<file path="config.mk">
export PLATFORM = sky130hd
export DESIGN_NAME = stopwatch_ctrl
export DESIGN_NICKNAME = d
export VERILOG_FILES = /design/src/rtl/stopwatch_ctrl.sv
export SDC_FILE = /design/constraint.sdc
export NUM_CORES = 1
export LEC_CHECK = 0
export ABC_AREA = 1
export ABC_CLOCK_PERIOD_IN_PS = 1700
export BUFFER_PORTS_ARGS = -buffer_cell sky130_fd_sc_hd__buf_2
export CAP_MARGIN = 15
export CORE_MARGIN = 2
export CORE_UTILIZATION = 43
export CTS_CLUSTER_DIAMETER = 40
export CTS_CLUSTER_SIZE = 30
export DETAILED_ROUTE_END_ITERATION = 6
export GPL_ROUTABILITY_DRIVEN = 1
export GPL_TIMING_DRIVEN = 0
export PLACE_DENSITY = 0.7
export SETUP_SLACK_MARGIN = 0.4
export SLEW_MARGIN = 5
export SYNTH_ARGS = -nofsm -noshare
export SYNTH_HDL_FRONTEND = slang
export SYNTH_SLANG_ARGS = --single-unit
</file>
<file path="constraint.sdc">
create_clock -name clk -period 1.7 [get_ports clk]
set_clock_uncertainty 0.05 [all_clocks]
set_input_delay 0.34 -clock clk [delete_from_list [all_inputs] [get_ports clk]]
set_output_delay 0.34 -clock clk [all_outputs]
set_load 0.05 [all_outputs]
</file>
<file path="src/rtl/stopwatch_ctrl.sv">
// -----------------------------------------------------------------------------
// stopwatch_ctrl
// Control FSM for the MM:SS lab stopwatch. It takes the 2 Hz enable from the
// clock divider and the debounced buttons, and steps the minute/second
// registers through the PAUSE, RUN and ADJUST modes.
//
// Ports:
//   clk        in   system clock, all logic on posedge
//   rst_n      in   asynchronous active-low reset
//   tick_2hz   in   one-cycle 2 Hz enable pulse
//   btn_pause  in   one-cycle pulse, toggles RUN/PAUSE
//   btn_reset  in   one-cycle pulse, clears the time
//   adj        in   level, 1 = adjust mode
//   sel        in   level, adjusted field: 0 = minutes, 1 = seconds
//   min_out    out  minutes, 0..MAX_VAL (registered)
//   sec_out    out  seconds, 0..MAX_VAL (registered)
//   running    out  1 while in RUN (registered)
//   blink      out  blink enable for the selected field in ADJUST (registered)
// -----------------------------------------------------------------------------
module stopwatch_ctrl #(
    parameter int unsigned MAX_VAL = 59
) (
    input  logic       clk,
    input  logic       rst_n,
    input  logic       tick_2hz,
    input  logic       btn_pause,
    input  logic       btn_reset,
    input  logic       adj,
    input  logic       sel,
    output logic [5:0] min_out,
    output logic [5:0] sec_out,
    output logic       running,
    output logic       blink
);

    localparam logic [5:0] MAX_V = 6'(MAX_VAL);

    typedef enum logic [1:0] {
        ST_PAUSE  = 2'd0,
        ST_RUN    = 2'd1,
        ST_ADJUST = 2'd2
    } state_t;

    state_t     state_q, state_d;
    logic [5:0] min_q, min_d;
    logic [5:0] sec_q, sec_d;
    logic       half_q, half_d;
    logic       blink_q, blink_d;
    logic       running_q, running_d;
    logic       one_hz_s;

    // Increment with wrap to zero; anything at or above the terminal value
    // (including forced out-of-range values) goes back to 0.
    function automatic logic [5:0] wrap_inc(input logic [5:0] v);
        logic [5:0] r;
        if (v >= MAX_V) begin
            r = 6'd0;
        end else begin
            r = v + 6'd1;
        end
        return r;
    endfunction

    // Next-state and next-output computation.
    always_comb begin
        state_d  = state_q;
        min_d    = min_q;
        sec_d    = sec_q;
        half_d   = half_q;
        blink_d  = blink_q;
        // The 1 Hz event is every second 2 Hz tick.
        one_hz_s = tick_2hz & half_q;

        if (btn_reset) begin
            // Clear wins over everything; a coincident tick is dropped.
            min_d  = 6'd0;
            sec_d  = 6'd0;
            half_d = 1'b0;
            if (adj) begin
                state_d = ST_ADJUST;
            end else begin
                state_d = ST_PAUSE;
                blink_d = 1'b0;
            end
        end else if (adj) begin
            case (state_q)
                ST_ADJUST: begin
                    if (tick_2hz) begin
                        // Selected field only, no carry between fields.
                        if (sel) begin
                            sec_d = wrap_inc(sec_q);
                        end else begin
                            min_d = wrap_inc(min_q);
                        end
                        blink_d = ~blink_q;
                    end else begin
                        blink_d = blink_q;
                    end
                end
                default: begin
                    // Entry from PAUSE or RUN restarts the tick phase.
                    state_d = ST_ADJUST;
                    half_d  = 1'b0;
                    blink_d = 1'b0;
                end
            endcase
        end else begin
            case (state_q)
                ST_PAUSE: begin
                    // Phase keeps running so a pause does not shift it.
                    if (tick_2hz) begin
                        half_d = ~half_q;
                    end else begin
                        half_d = half_q;
                    end
                    if (btn_pause) begin
                        state_d = ST_RUN;
                    end else begin
                        state_d = ST_PAUSE;
                    end
                end
                ST_RUN: begin
                    if (tick_2hz) begin
                        half_d = ~half_q;
                    end else begin
                        half_d = half_q;
                    end
                    // Count is evaluated on the current state, so a
                    // coincident pause still lets this second land.
                    if (one_hz_s) begin
                        if (sec_q >= MAX_V) begin
                            sec_d = 6'd0;
                            min_d = wrap_inc(min_q);
                        end else begin
                            sec_d = sec_q + 6'd1;
                        end
                    end else begin
                        sec_d = sec_q;
                    end
                    if (btn_pause) begin
                        state_d = ST_PAUSE;
                    end else begin
                        state_d = ST_RUN;
                    end
                end
                ST_ADJUST: begin
                    // Leaving adjust always parks in PAUSE.
                    state_d = ST_PAUSE;
                    blink_d = 1'b0;
                end
                default: begin
                    // Illegal encoding: recover to a safe paused state.
                    state_d = ST_PAUSE;
                    half_d  = 1'b0;
                    blink_d = 1'b0;
                end
            endcase
        end

        running_d = (state_d == ST_RUN);
    end

    // State and output registers with asynchronous clear.
    always_ff @(posedge clk or negedge rst_n) begin
        if (!rst_n) begin
            state_q   <= ST_PAUSE;
            min_q     <= 6'd0;
            sec_q     <= 6'd0;
            half_q    <= 1'b0;
            blink_q   <= 1'b0;
            running_q <= 1'b0;
        end else begin
            state_q   <= state_d;
            min_q     <= min_d;
            sec_q     <= sec_d;
            half_q    <= half_d;
            blink_q   <= blink_d;
            running_q <= running_d;
        end
    end

    assign min_out = min_q;
    assign sec_out = sec_q;
    assign running = running_q;
    assign blink   = blink_q;

endmodule

</file>
Word-level counts from Yosys, hierarchy flattened
Index checks and enable logic that the tools add are counted.
{"block": "op_classes", "n_eq_ne": 12, "order_cmp": 2, "bitwise_logic": 3, "reduce_logical": 9, "n_addsub": 2, "n_mux": 35}
{"operator": "2-to-1 mux 6 bit", "n": 17}
{"operator": "adder 6 x 1 -> 6 bit (second input constant)", "n": 2}
{"operator": "greater-or-equal comparator 6 bit (second input constant)", "n": 2}
{"operator": "2-to-1 mux 1 bit", "n": 12}
{"operator": "!= test 3 bit (second input constant)", "n": 3}
{"operator": "nonzero test 3 bit", "n": 3}
{"operator": "2-to-1 mux 2 bit", "n": 4}
{"operator": "!= test 3 x 2 -> 1 bit (second input constant)", "n": 2}
{"operator": "AND reduction 6 bit", "n": 1}
{"operator": "AND reduction 5 bit", "n": 1}
{"operator": "equality test 2 x 1 -> 1 bit (second input constant)", "n": 2}
{"operator": "!= test 2 bit (second input constant)", "n": 2}
{"operator": "!= test 4 x 1 -> 1 bit (second input constant)", "n": 1}
{"operator": "one-hot mux 2 bit (2 select lines)", "n": 1}
{"operator": "!= test 3 x 1 -> 1 bit (second input constant)", "n": 1}
{"operator": "AND reduction 3 bit", "n": 1}
{"operator": "equality test 2 bit (second input constant)", "n": 1}
{"operator": "zero test 2 bit", "n": 1}
{"operator": "NOT 1 bit", "n": 2}
{"operator": "one-hot mux 1 bit (2 select lines)", "n": 1}
{"operator": "AND reduction 2 bit", "n": 1}
{"operator": "OR reduction 2 bit", "n": 1}
{"operator": "AND 1 bit", "n": 1}
{"block": "word_totals", "out_inout_bits": 14, "wordCells": 69, "inputBits": 7, "reg_bits": 17}

Longest topological paths before layout
Gate-level depths: netlist of run 1.
{"block": "depth", "word_depth": 7, "ltp_mapped": 9, "mapped_depth_nobuf": 9}

Worst setup path after synthesis of run 1
No wires, ideal clock.
{"block": "synth_timing", "kind": "register -> register", "from": "register sec_q[1], in the netlist sec_out[1]", "to": "register min_q[5], in the netlist min_out[5]", "n_path_buf": 0, "path_slack_ps": -19, "t_required_ps": 1532, "arrival_time_ps": 1551, "path_stages_with_launch": 9, "period_less_slack_ps": 1719, "setup_ps": 118, "path_cell_list": "dfrtp_1 > ha_1 > nor2_1 > nor3_2 > inv_1 > nand2_1 > nand3_1 > nand2_1 > nand2_1"}
{"block": "synth_between", "elab_chain_len": 3}
{"element": "start, declared", "line_no": "46", "rtl": "logic [5:0] sec_q, sec_d;"}
{"element": "start signal, assigned", "line_no": "168", "rtl": "sec_q <= 6'd0;"}
{"element": "start signal, assigned", "line_no": "175", "rtl": "sec_q <= sec_d;"}
{"element": "greater-or-equal comparator 6 bit", "line_no": "131", "rtl": "if (sec_q >= MAX_V) begin"}
{"element": "nonzero test 3 bit (no source line)"}
{"element": "AND reduction 6 bit (no source line)"}
{"element": "end signal, assigned", "line_no": "174", "rtl": "min_q <= min_d;"}
{"element": "end, declared", "line_no": "45", "rtl": "logic [5:0] min_q, min_d;"}
No other way between the ends.
A chain may end at the register's enable or synchronous reset.

Worst setup path in the final report of run 1
{"block": "layout_timing", "from": "register min_q[0], in the netlist min_out[0]", "to": "output port min_out[0]"}
{"element": "end, declared", "line_no": "30", "rtl": "output logic [5:0] min_out,"}
No word-level cell between the ends.

==> results.toml, run 1 <==
[timing]
finalHoldViolations = 0
setup_viol = 0
rsz0062_at_grt = "true"
final.setup.tns_ns = 0
timing.fmax_mhz = 698
setup_ws_ns = 0.268
drv_slew = 0
worst_pin_slew_ns = 0.395
slew_headroom = 0.737
whs_ns = 0.220
period_share = 0.842
period_needed_ns = 1.43

[cells_and_area]
final_nets = 196
utilization = 0.689
design_area_sq_mm = 0.00153
drive_gt1_frac = 0.409
area_growth_pct = 52.0
n_antenna_cell = 0
fillers = 197

[routing]
drt-wirelength-per-cell_um = 11.6
drt_iter0_markers = 16
routed_via_density = 5.00
ant_nets = 0
drc = 0
drt-total-wl_mm = 2.48
dr.pass1.iters = 4
num_vias = 1071

[power_and_ir_drop]
p_leak_nw = 0.774
irDropWorstVdd_uv = 646
p_per_area_mw_per_mm2 = 892
switching_share = 0.410
combPwrFrac = 0.449
p_int_uw = 803
power_frac_seq = 0.385
p_clk_frac = 0.165
power.switching_uw = 558

[clock_tree]
cts_tree = "built"
clockBufferDepth = 2
clock-sinks = 17
clkLatencyLatePin_ns = 0.30
path_clk_slew_ns = 0.11
cts_buffers = 3
cts_root_buffer = "clkbuf_4"
htreeDepth = 1

[die]
die_width_um = 52.3
die_area_sq_mm = 0.00274
die-height_um = 52.3
core-area_sq_mm = 0.00221
pin_count = 21
start_util = 0.454
rows = 17

[synthesis]
synth.yosys.seq_area_share = 0.424
syn_inst = 143
synth_nets = 152
ys_warn_count = 0
postSynthAreaPerCell_sq_um = 7.02
ys_ff_latch = 17
synth.distinct_cells = 21
synth_area_sq_mm = 0.00100

[hold_path]
hold_depth = 2
hp-class = "in2reg"
hold-path-endpoint = "state_q[1]"
hp-start = "adj"

[worst_setup_path]
required_ns = 1.31
worst-path-max-fanout = 3
worstRegToRegCells = 7
cp_cell_sequence = "buf_4 -> buf_6"
worstPathArrival_ns = 1.04
path_class = "reg2out"
crit_path_start = "min_out[0]"
r2r-end = "sec_out[1]"
rrSetupSlack_ns = 0.31
cp-start-kind = "register"
worst_setup_path_end_kind = "output port"
reg2reg_from = "sec_out[0]"
cp_slowest_cell = "dfrtp_2"
cpPeakStageDelay_ns = 0.45

[placed_design]
place_ws_ns = 0.245
dp_hpwl_mm = 1.59
place_area_sq_mm = 0.00119
io_buffers = 20
finalWeightedCongestion = 0.843

[global_route]
antenna_found_initial = 0
grt_start_max_net_pins = 18
grt_pass1_wl_mm = 4.23
grtUsageTotal = 0.206
grt_pass1_vias = 1030
grt_overflow = 0

[flow_run]
maxCapViolations = 0

[run_status]
status = "complete, no violations"
layout make-up:
cell class	instances	area, sq um	area share
Buffer	1	3.75	0.00246
Clock buffer	3	22.5	0.0148
Clock inverter	1	5.00	0.00328
Inverter	19	71.3	0.0468
Multi-Input combinational cell	106	621	0.407
Sequential cell	17	435	0.285
Tap cell	28	35.0	0.0230
Timing Repair Buffer	39	332	0.217
synthesized netlist by cell type:
cell	count	area, sq um
nand2_1	48	180
inv_1	18	67.6
nor2_1	18	67.6
dfrtp_1	17	425
nand3_1	10	50.1
o21ai_0	5	25.0
o21ai_1	5	25.0
nand4_1	3	18.8
a21oi_1	2	10.0
a31oi_1	2	12.5
ha_1	2	25.0
nand2_2	2	12.5
nor2_4	2	22.5
xor2_1	2	17.5
clkbuf_1	1	3.75
inv_2	1	3.75
nor2_2	1	6.26
nor3_1	1	5.00
nor3_2	1	10.0
or2_2	1	6.26
xnor2_1	1	8.76
repair_timing:
| item | in CTS | in global routing |
|---|---|---|
| resized for setup | 31 | 16 |
| setup endpoints to repair | 25 | 24 |
| hold buffers | 1 | 0 |
| pin swaps | 4 | 5 |
| hold endpoints to repair | 17 | 0 |
| setup buffers | 12 | 6 |
| gates cloned | 0 | 0 |
metal layers:
metal	vias up	GRT usage	share of wire
li1	538	-	-
met1	495	0.249	0.44
met2	29	0.358	0.50
met3	9	0.0286	0.041
met4	0	0.0940	0.019
met5	-	0	0
placed cells by master, fill, tap and decap left out, types with 3 or more instances in the layout:
cell type | synthesis | layout
o21ai_2 | 0 | 3
buf_2 | 0 | 7
nand2_2 | 2 | 6
dfrtp_2 | 0 | 8
buf_4 | 0 | 19
o21ai_1 | 5 | 5
inv_1 | 18 | 17
nand2_1 | 48 | 42
nor2_4 | 2 | 4
dfrtp_1 | 17 | 9
nand4_1 | 3 | 3
clkbuf_4 | 0 | 3
nand3_1 | 10 | 8
nor2_1 | 18 | 15
buf_6 | 0 | 11
state kept, by name, indices dropped and copies added, names as in the netlist:
name	flops
running	1
blink	1
sec_out	6
min_out	6
state_q	2
half_q	1
power by group through the flow:
stage               sequential [mW]  clock (mW)  combinational, mW
floorplan                     0.685           0              0.155
global placement              0.536           0              0.398
detailed placement            0.541           0              0.405
CTS                           0.520       0.226              0.550
global route                  0.531       0.243              0.665
finish                        0.524       0.225              0.611
kinds of logic (layout without fill, tap and decap cells):
kind of cell	count (synthesis)	count (layout)	share of synthesized area
AO/OA/AOI/OAI	14	14	0.0723
XOR/XNOR	3	3	0.0262
adder cells (fa/ha/maj)	2	2	0.0249
buffers and inverters	20	63	0.0748
flip-flops	17	17	0.424
AND/OR/NAND/NOR	87	87	0.378
how the worst max path moves through the flow:
stage / depth (start not counted) / to
after global placement: 7 / min_out[4]
final: 2 / min_out[0]
after global routing: 7 / min_out[3]
after CTS: 7 / min_out[1]
after floorplan: 7 / min_out[4]
after detailed placement: 7 / min_out[0]
through the flow:
stage / instances / total power, mW
global route: 214 / 1.44
finish: 214 / 1.36
floorplan: 143 / 0.839
CTS: 208 / 1.30
global placement: 191 / 0.933
detailed placement: 191 / 0.947
worst max-delay path, delay by kind of cell (launching register included):
| kind | cells | cell delay (ns) |
|---|---|---|
| flops | 1 | 0.45 |
| buf+inv | 2 | 0.28 |
Note: power is estimated with default switching activity, not from simulation.
==> run 2: changes to the inputs <==
--- a/config.mk
+++ b/config.mk
@@ -5,8 +5,8 @@
 export SDC_FILE = /design/constraint.sdc
 export NUM_CORES = 1
 export LEC_CHECK = 0
-export ABC_AREA = 1
-export ABC_CLOCK_PERIOD_IN_PS = 1700
+export ABC_AREA = 0
+export ABC_CLOCK_PERIOD_IN_PS = 1400
 export BUFFER_PORTS_ARGS = -buffer_cell sky130_fd_sc_hd__buf_2
 export CAP_MARGIN = 15
 export CORE_MARGIN = 2
@@ -16,7 +16,7 @@
 export DETAILED_ROUTE_END_ITERATION = 6
 export GPL_ROUTABILITY_DRIVEN = 1
 export GPL_TIMING_DRIVEN = 0
-export PLACE_DENSITY = 0.7
+export PLACE_DENSITY = 0.71
 export SETUP_SLACK_MARGIN = 0.4
 export SLEW_MARGIN = 5
 export SYNTH_ARGS = -nofsm -noshare
==> constraint.sdc (replaced) <==
create_clock -name clk -period 1.4 [get_ports clk]
set_clock_uncertainty 0.05 [all_clocks]
set_input_delay 0.28 -clock clk [delete_from_list [all_inputs] [get_ports clk]]
set_output_delay 0.28 -clock clk [all_outputs]
set_load 0.05 [all_outputs]
==> run 2 against run 1 <==
Net effect:
- the run now ends with negative setup slack left
- final area down 7.5%
- sequential power decreased by 3%
- critical path depth increased by 3
- combinational power is 80% lower
- largest cell class unchanged
- area after synthesis fell by 7.7%
- count of clock-buffer cells in the layout rose by 1
- critical endpoint is now min_out[2]
==> results.toml, run 2 <==
[die]
start_util = 0.463
pin_count = 21
die-height_um = 50.4
die_area_sq_mm = 0.00254
rows = 16
core-area_sq_mm = 0.00200
die_width_um = 50.4

[clock_tree]
clock-sinks = 17
path_clk_slew_ns = 0.09
cts_root_buffer = "clkbuf_4"
htreeDepth = 1
clkLatencyLatePin_ns = 0.29
cts_buffers = 3
clockBufferDepth = 2
cts_tree = "built"

[synthesis]
synth_top_area_cell = "dfrtp_1"
ys_warn_count = 0
synth_nets = 101
syn_inst = 92
synth.distinct_cells = 33
netlist_top_cells_area = "dfrtp_1, a21oi_1, nor2b_1"
synth_edf_count = 0
ys.flop_type = "dfrtp_1"
postSynthAreaPerCell_sq_um = 10.1
synth_area_sq_um = 926
yosysMostFrequentCell = "dfrtp_1"
synth.yosys.seq_area_share = 0.459
ys_ff_latch = 17
synth_top_area_frac = 0.459
synthTopCellsByCount = "dfrtp_1, a21oi_1, nor2b_1"
async_flop_share = 1.00

[timing]
whs_ns = 0.228
period_share = 1.23
final.setup.tns_ns = -2.94
finalHoldViolations = 0
setup_ws_ns = -0.329
slew_headroom = 0.740
period_needed_ns = 1.73
drv_slew = 0
rsz0062_at_grt = "true"
timing.fmax_mhz = 578
worst_pin_slew_ns = 0.389
setup_viol = 13

[cells_and_area]
drive_gt1_frac = 0.447
final_nets = 142
final_common_cell = "buf_6"
layout_common_cells = "buf_6, buf_4, dfrtp_1, dfrtp_2"
n_antenna_cell = 0
utilization = 0.704
area_growth_pct = 52.3

[flow_run]
maxCapViolations = 0

[worst_setup_path]
worstPathArrival_ns = 1.89
worst-path-max-fanout = 4
worstRegToRegCells = 5
cp_cell_sequence = "ha_4 -> o2111a_2 -> o221ai_4 -> or4b_1 -> a21oi_2"
path_delay_family = "compound AO/OA/AOI/OAI gates"
path_class = "reg2reg"
cp_slowest_cell = "or4b_1"
crit_cells = 5
rrSetupSlack_ns = -0.33
critPathBufInv = 0
cp-start-kind = "register"
worst_setup_path_end_kind = "register"
cpPeakStageDelay_ns = 0.52
required_ns = 1.57

[global_route]
top_usage_layer = "met2"
grt.met2_usage = 0.342
grt_overflow = 0
grt_pass1_vias = 888
grtUsageTotal = 0.199
grt_start_max_net_pins = 18
grtUsageMet3 = 0.0446
grt_pass1_wl_mm = 3.91
met1_usage = 0.248
antenna_found_initial = 0

[placed_design]
dp_hpwl_mm = 1.35
finalWeightedCongestion = 0.844
io_buffers = 19

[routing]
ant_nets = 0
dr.pass1.iters = 4
drt-wirelength-per-cell_um = 15.0
drt_iter0_markers = 20
drt-total-wl_mm = 2.38
drc = 0
num_vias = 879
routed_via_density = 5.53

[run_status]
violations = "negative setup slack"
status = "complete, but fails checks"

[hold_path]
hold_depth = 2
hp-class = "in2reg"

[power_and_ir_drop]
p_per_area_mw_per_mm2 = 630
irDropWorstVdd_uv = 725
p_leak_nw = 0.618
==> run 2: cell count changes after synthesis, sizes merged, moves of 3 or more <==
cell / previous run / this run
nand3: 10 / 4
o21ai: 10 / 7
nand4: 3 / 0
nor2b: 0 / 7
or3: 0 / 6
nor2: 21 / 4
inv: 19 / 1
a21oi: 2 / 9
nand2: 50 / 4
==> run 2: layout make-up <==
cell class | instances | area [sq um]
inverter | 1 | 3.75
sequential | 17 | 435
fill | 162 | 592
clock buffer | 4 | 26.3
buffer | 4 | 23.8
multi-input combinational | 70 | 526
timing repair buffer | 36 | 362
tap | 27 | 33.8
==> run 2: power by group <==
group          switching [mW]  total (mW)  internal (mW)  leakage, nW
Sequential            0.00802       0.507          0.499        0.221
Clock                   0.146       0.257          0.111       0.0150
Combinational          0.0682       0.125         0.0565        0.382
Total                   0.223       0.889          0.666        0.618
==> run 2: path summary, 6_finish.rpt <==
kind | startpoint | endpoint
setup / recovery | sec_out[0] | min_out[2]
hold / removal | adj | state_q[1]
setup reg to reg | sec_out[0] | min_out[2]
hold reg to reg | sec_out[5] | sec_out[5]
max in group asynchronous | rst_n | sec_out[4]
min in group asynchronous | rst_n | state_q[1]
==> run 2: repair_timing <==
action | 4_1_cts | 5_1_grt
setup buffers | 12 | 3
pin swaps | 6 | 4
cloned | 1 | 0
resized for setup | 39 | 14
hold buffers | 1 | 0
setup endpoints to repair | 29 | 30
hold endpoints to repair | 17 | 0
==> run 2: metal layers <==
metal	routed length (um)	vias up
met5	0	-
met4	67	0
met3	80	11
met2	1240	22
met1	994	420
li1	-	426
==> run 2: kinds of logic after synthesis <==
| logic type | count (synthesis) | share of synthesized area |
|---|---|---|
| simple gates | 40 | 0.270 |
| compound gates | 25 | 0.185 |
| buf+inv | 5 | 0.0284 |
| fa+ha+maj | 2 | 0.0270 |
| xor+xnor | 2 | 0.0189 |
| mux | 1 | 0.0108 |
| flops | 17 | 0.459 |
==> run 2: through the flow <==
step / setup WS (ns) / power [mW] / cells / instance area (sq um)
finish: -0.329 / 0.889 / 159 / 1410
global route: -0.392 / 0.935 / 159 / 1410
CTS: -0.284 / 0.895 / 156 / 1340
detailed placement: -0.378 / 0.603 / 138 / 1080
global placement: -0.322 / 0.601 / 138 / 1080
floorplan: -0.407 / 0.568 / 92 / 947
==> run 3: changes to the inputs <==
--- a/config.mk
+++ b/config.mk
@@ -9,14 +9,16 @@
 export ABC_CLOCK_PERIOD_IN_PS = 1400
 export BUFFER_PORTS_ARGS = -buffer_cell sky130_fd_sc_hd__buf_2
 export CAP_MARGIN = 15
+export CELL_PAD_IN_SITES_DETAIL_PLACEMENT = 0
+export CELL_PAD_IN_SITES_GLOBAL_PLACEMENT = 1
 export CORE_MARGIN = 2
-export CORE_UTILIZATION = 43
+export CORE_UTILIZATION = 39
 export CTS_CLUSTER_DIAMETER = 40
 export CTS_CLUSTER_SIZE = 30
 export DETAILED_ROUTE_END_ITERATION = 6
 export GPL_ROUTABILITY_DRIVEN = 1
 export GPL_TIMING_DRIVEN = 0
-export PLACE_DENSITY = 0.71
+export PLACE_DENSITY = 0.81
 export SETUP_SLACK_MARGIN = 0.4
 export SLEW_MARGIN = 5
 export SYNTH_ARGS = -nofsm -noshare
==> run 3 against run 2 <==
Net effect:
- the run still ends with negative setup slack left
- non-clock buffer count grew 2
- critical endpoint is now min_out[1]
- sequential power hardly changed
- largest power group unchanged
- setup slack improved by 0.020 ns
- die area up 9.4%
- count of clock-buffer cells in the layout did not move
- highest routed layer unchanged
==> results.toml, run 3 (same netlist as run 2, synthesis figures left out) <==
[power_and_ir_drop]
p_int_uw = 672
p_leak_nw = 0.635
p_clk_frac = 0.290
irDropWorstVdd_uv = 499
power_frac_seq = 0.560
p_per_area_mw_per_mm2 = 632
combPwrFrac = 0.149
power.switching_uw = 231
switching_share = 0.256

[cells_and_area]
n_antenna_cell = 0
finalNonFillerCells = 162
fillers = 194
layout_common_cells = "buf_6, buf_4, dfrtp_1"
area_growth_pct = 54.3
utilization = 0.640
design_area_sq_mm = 0.00143
final_common_cell = "buf_6"
multi_input_area_sq_um = 538
drive_gt1_frac = 0.448
final-seq-area_sq_um = 433
final_nets = 144

[global_route]
grtUsageTotal = 0.192
grt_pass1_vias = 923
grt_start_max_net_pins = 18
antenna_found_initial = 0
grt_overflow = 0
grt_pass1_wl_mm = 4.03

[placed_design]
place_inst = 139
dp_hpwl_mm = 1.41
place_ws_ns = -0.371
io_buffers = 19
place_area_sq_mm = 0.00108
finalWeightedCongestion = 0.784

[worst_setup_path]
worstRegToRegCells = 6
required_ns = 1.56
cp-start-kind = "register"
worst_setup_path_end_kind = "register"
path_class = "reg2reg"
worstPathArrival_ns = 1.87
worst-path-max-fanout = 10

[clock_tree]
clkLatencyLatePin_ns = 0.28
path_clk_slew_ns = 0.10
cts_root_buffer = "clkbuf_4"
cts_buffers = 3
htreeDepth = 1
clockBufferDepth = 2
clock-sinks = 17
cts_tree = "built"

[flow_run]
maxCapViolations = 0

[hold_path]
hold_depth = 2
hp-class = "in2reg"

[die]
die_area_sq_mm = 0.00278
pin_count = 21
die_width_um = 52.7
core-area_sq_mm = 0.00223
rows = 17
start_util = 0.415
die-height_um = 52.7

[routing]
routed_via_density = 5.48
dr.pass1.iters = 4
drc = 0
num_vias = 887
drt-total-wl_mm = 2.29
drt_iter0_markers = 3
drt-wirelength-per-cell_um = 14.1
ant_nets = 0

[timing]
worst_pin_slew_ns = 0.388
rsz0062_at_grt = "true"
drv_slew = 0
timing.fmax_mhz = 585
period_needed_ns = 1.71
period_share = 1.22
setup_ws_ns = -0.309
finalHoldViolations = 0
slew_headroom = 0.741
whs_ns = 0.237
setup_viol = 14

[run_status]
status = "complete, but fails checks"
violations = "negative setup slack"
-- run 3: per-layer routing --
metal,wire (um),track usage,up-vias
met5,0,0,-
met4,12,0.0641,0
met3,60,0.0286,2
met2,1190,0.325,11
met1,1030,0.249,445
li1,-,-,429
-- run 3: power groups by stage --
stage                     combinational [mW]  clock (mW)  sequential [mW]
after global routing                   0.147       0.299            0.507
after floorplan                       0.0363           0            0.532
after global placement                0.0841           0            0.517
final                                  0.135       0.262            0.506
after detailed placement              0.0861           0            0.518
after CTS                              0.115       0.266            0.506
-- run 3: through the flow --
step | setup TNS, ns | total power [mW]
after floorplan | -2.83 | 0.568
after global placement | -2.72 | 0.601
after detailed placement | -2.95 | 0.604
after CTS | -2.19 | 0.886
after global routing | -3.52 | 0.953
final | -2.44 | 0.903
-- run 3: repair_timing --
| action | 4_1_cts | 5_1_grt |
|---|---|---|
| buffers inserted | 12 | 6 |
| setup endpoints to repair | 29 | 30 |
| resized for setup | 35 | 16 |
| hold buffers | 1 | 0 |
| pin swaps | 5 | 7 |
| endpoints found under the hold margin | 17 | 0 |
-- run 3: final cells by class --
cell class | count | area share
clock buffer | 4 | 0.0184
inverter | 1 | 0.00263
sequential | 17 | 0.303
multi-input combinational | 70 | 0.377
buffer | 4 | 0.0166
tap | 28 | 0.0245
timing repair buffer | 38 | 0.258
-- run 3: path summary, 6_finish.rpt --
path / from / end / slack (ns)
worst max-delay path: sec_out[1] / min_out[1] / -0.31
worst min register to register: min_out[5] / min_out[5] / 0.54
worst min-delay path: adj / state_q[1] / 0.24
min in group asynchronous: rst_n / sec_out[1] / 0.38
worst max register to register: sec_out[1] / min_out[1] / -0.31
max in group asynchronous: rst_n / sec_out[3] / 0.62
-- run 3: worst max-delay path: stages (launching register included) --
cell      delay, ns
dfrtp_2        0.41
ha_4           0.14
o2111a_2       0.24
o221ai_4       0.12
buf_6          0.16
or3b_1         0.37
a21oi_2        0.14
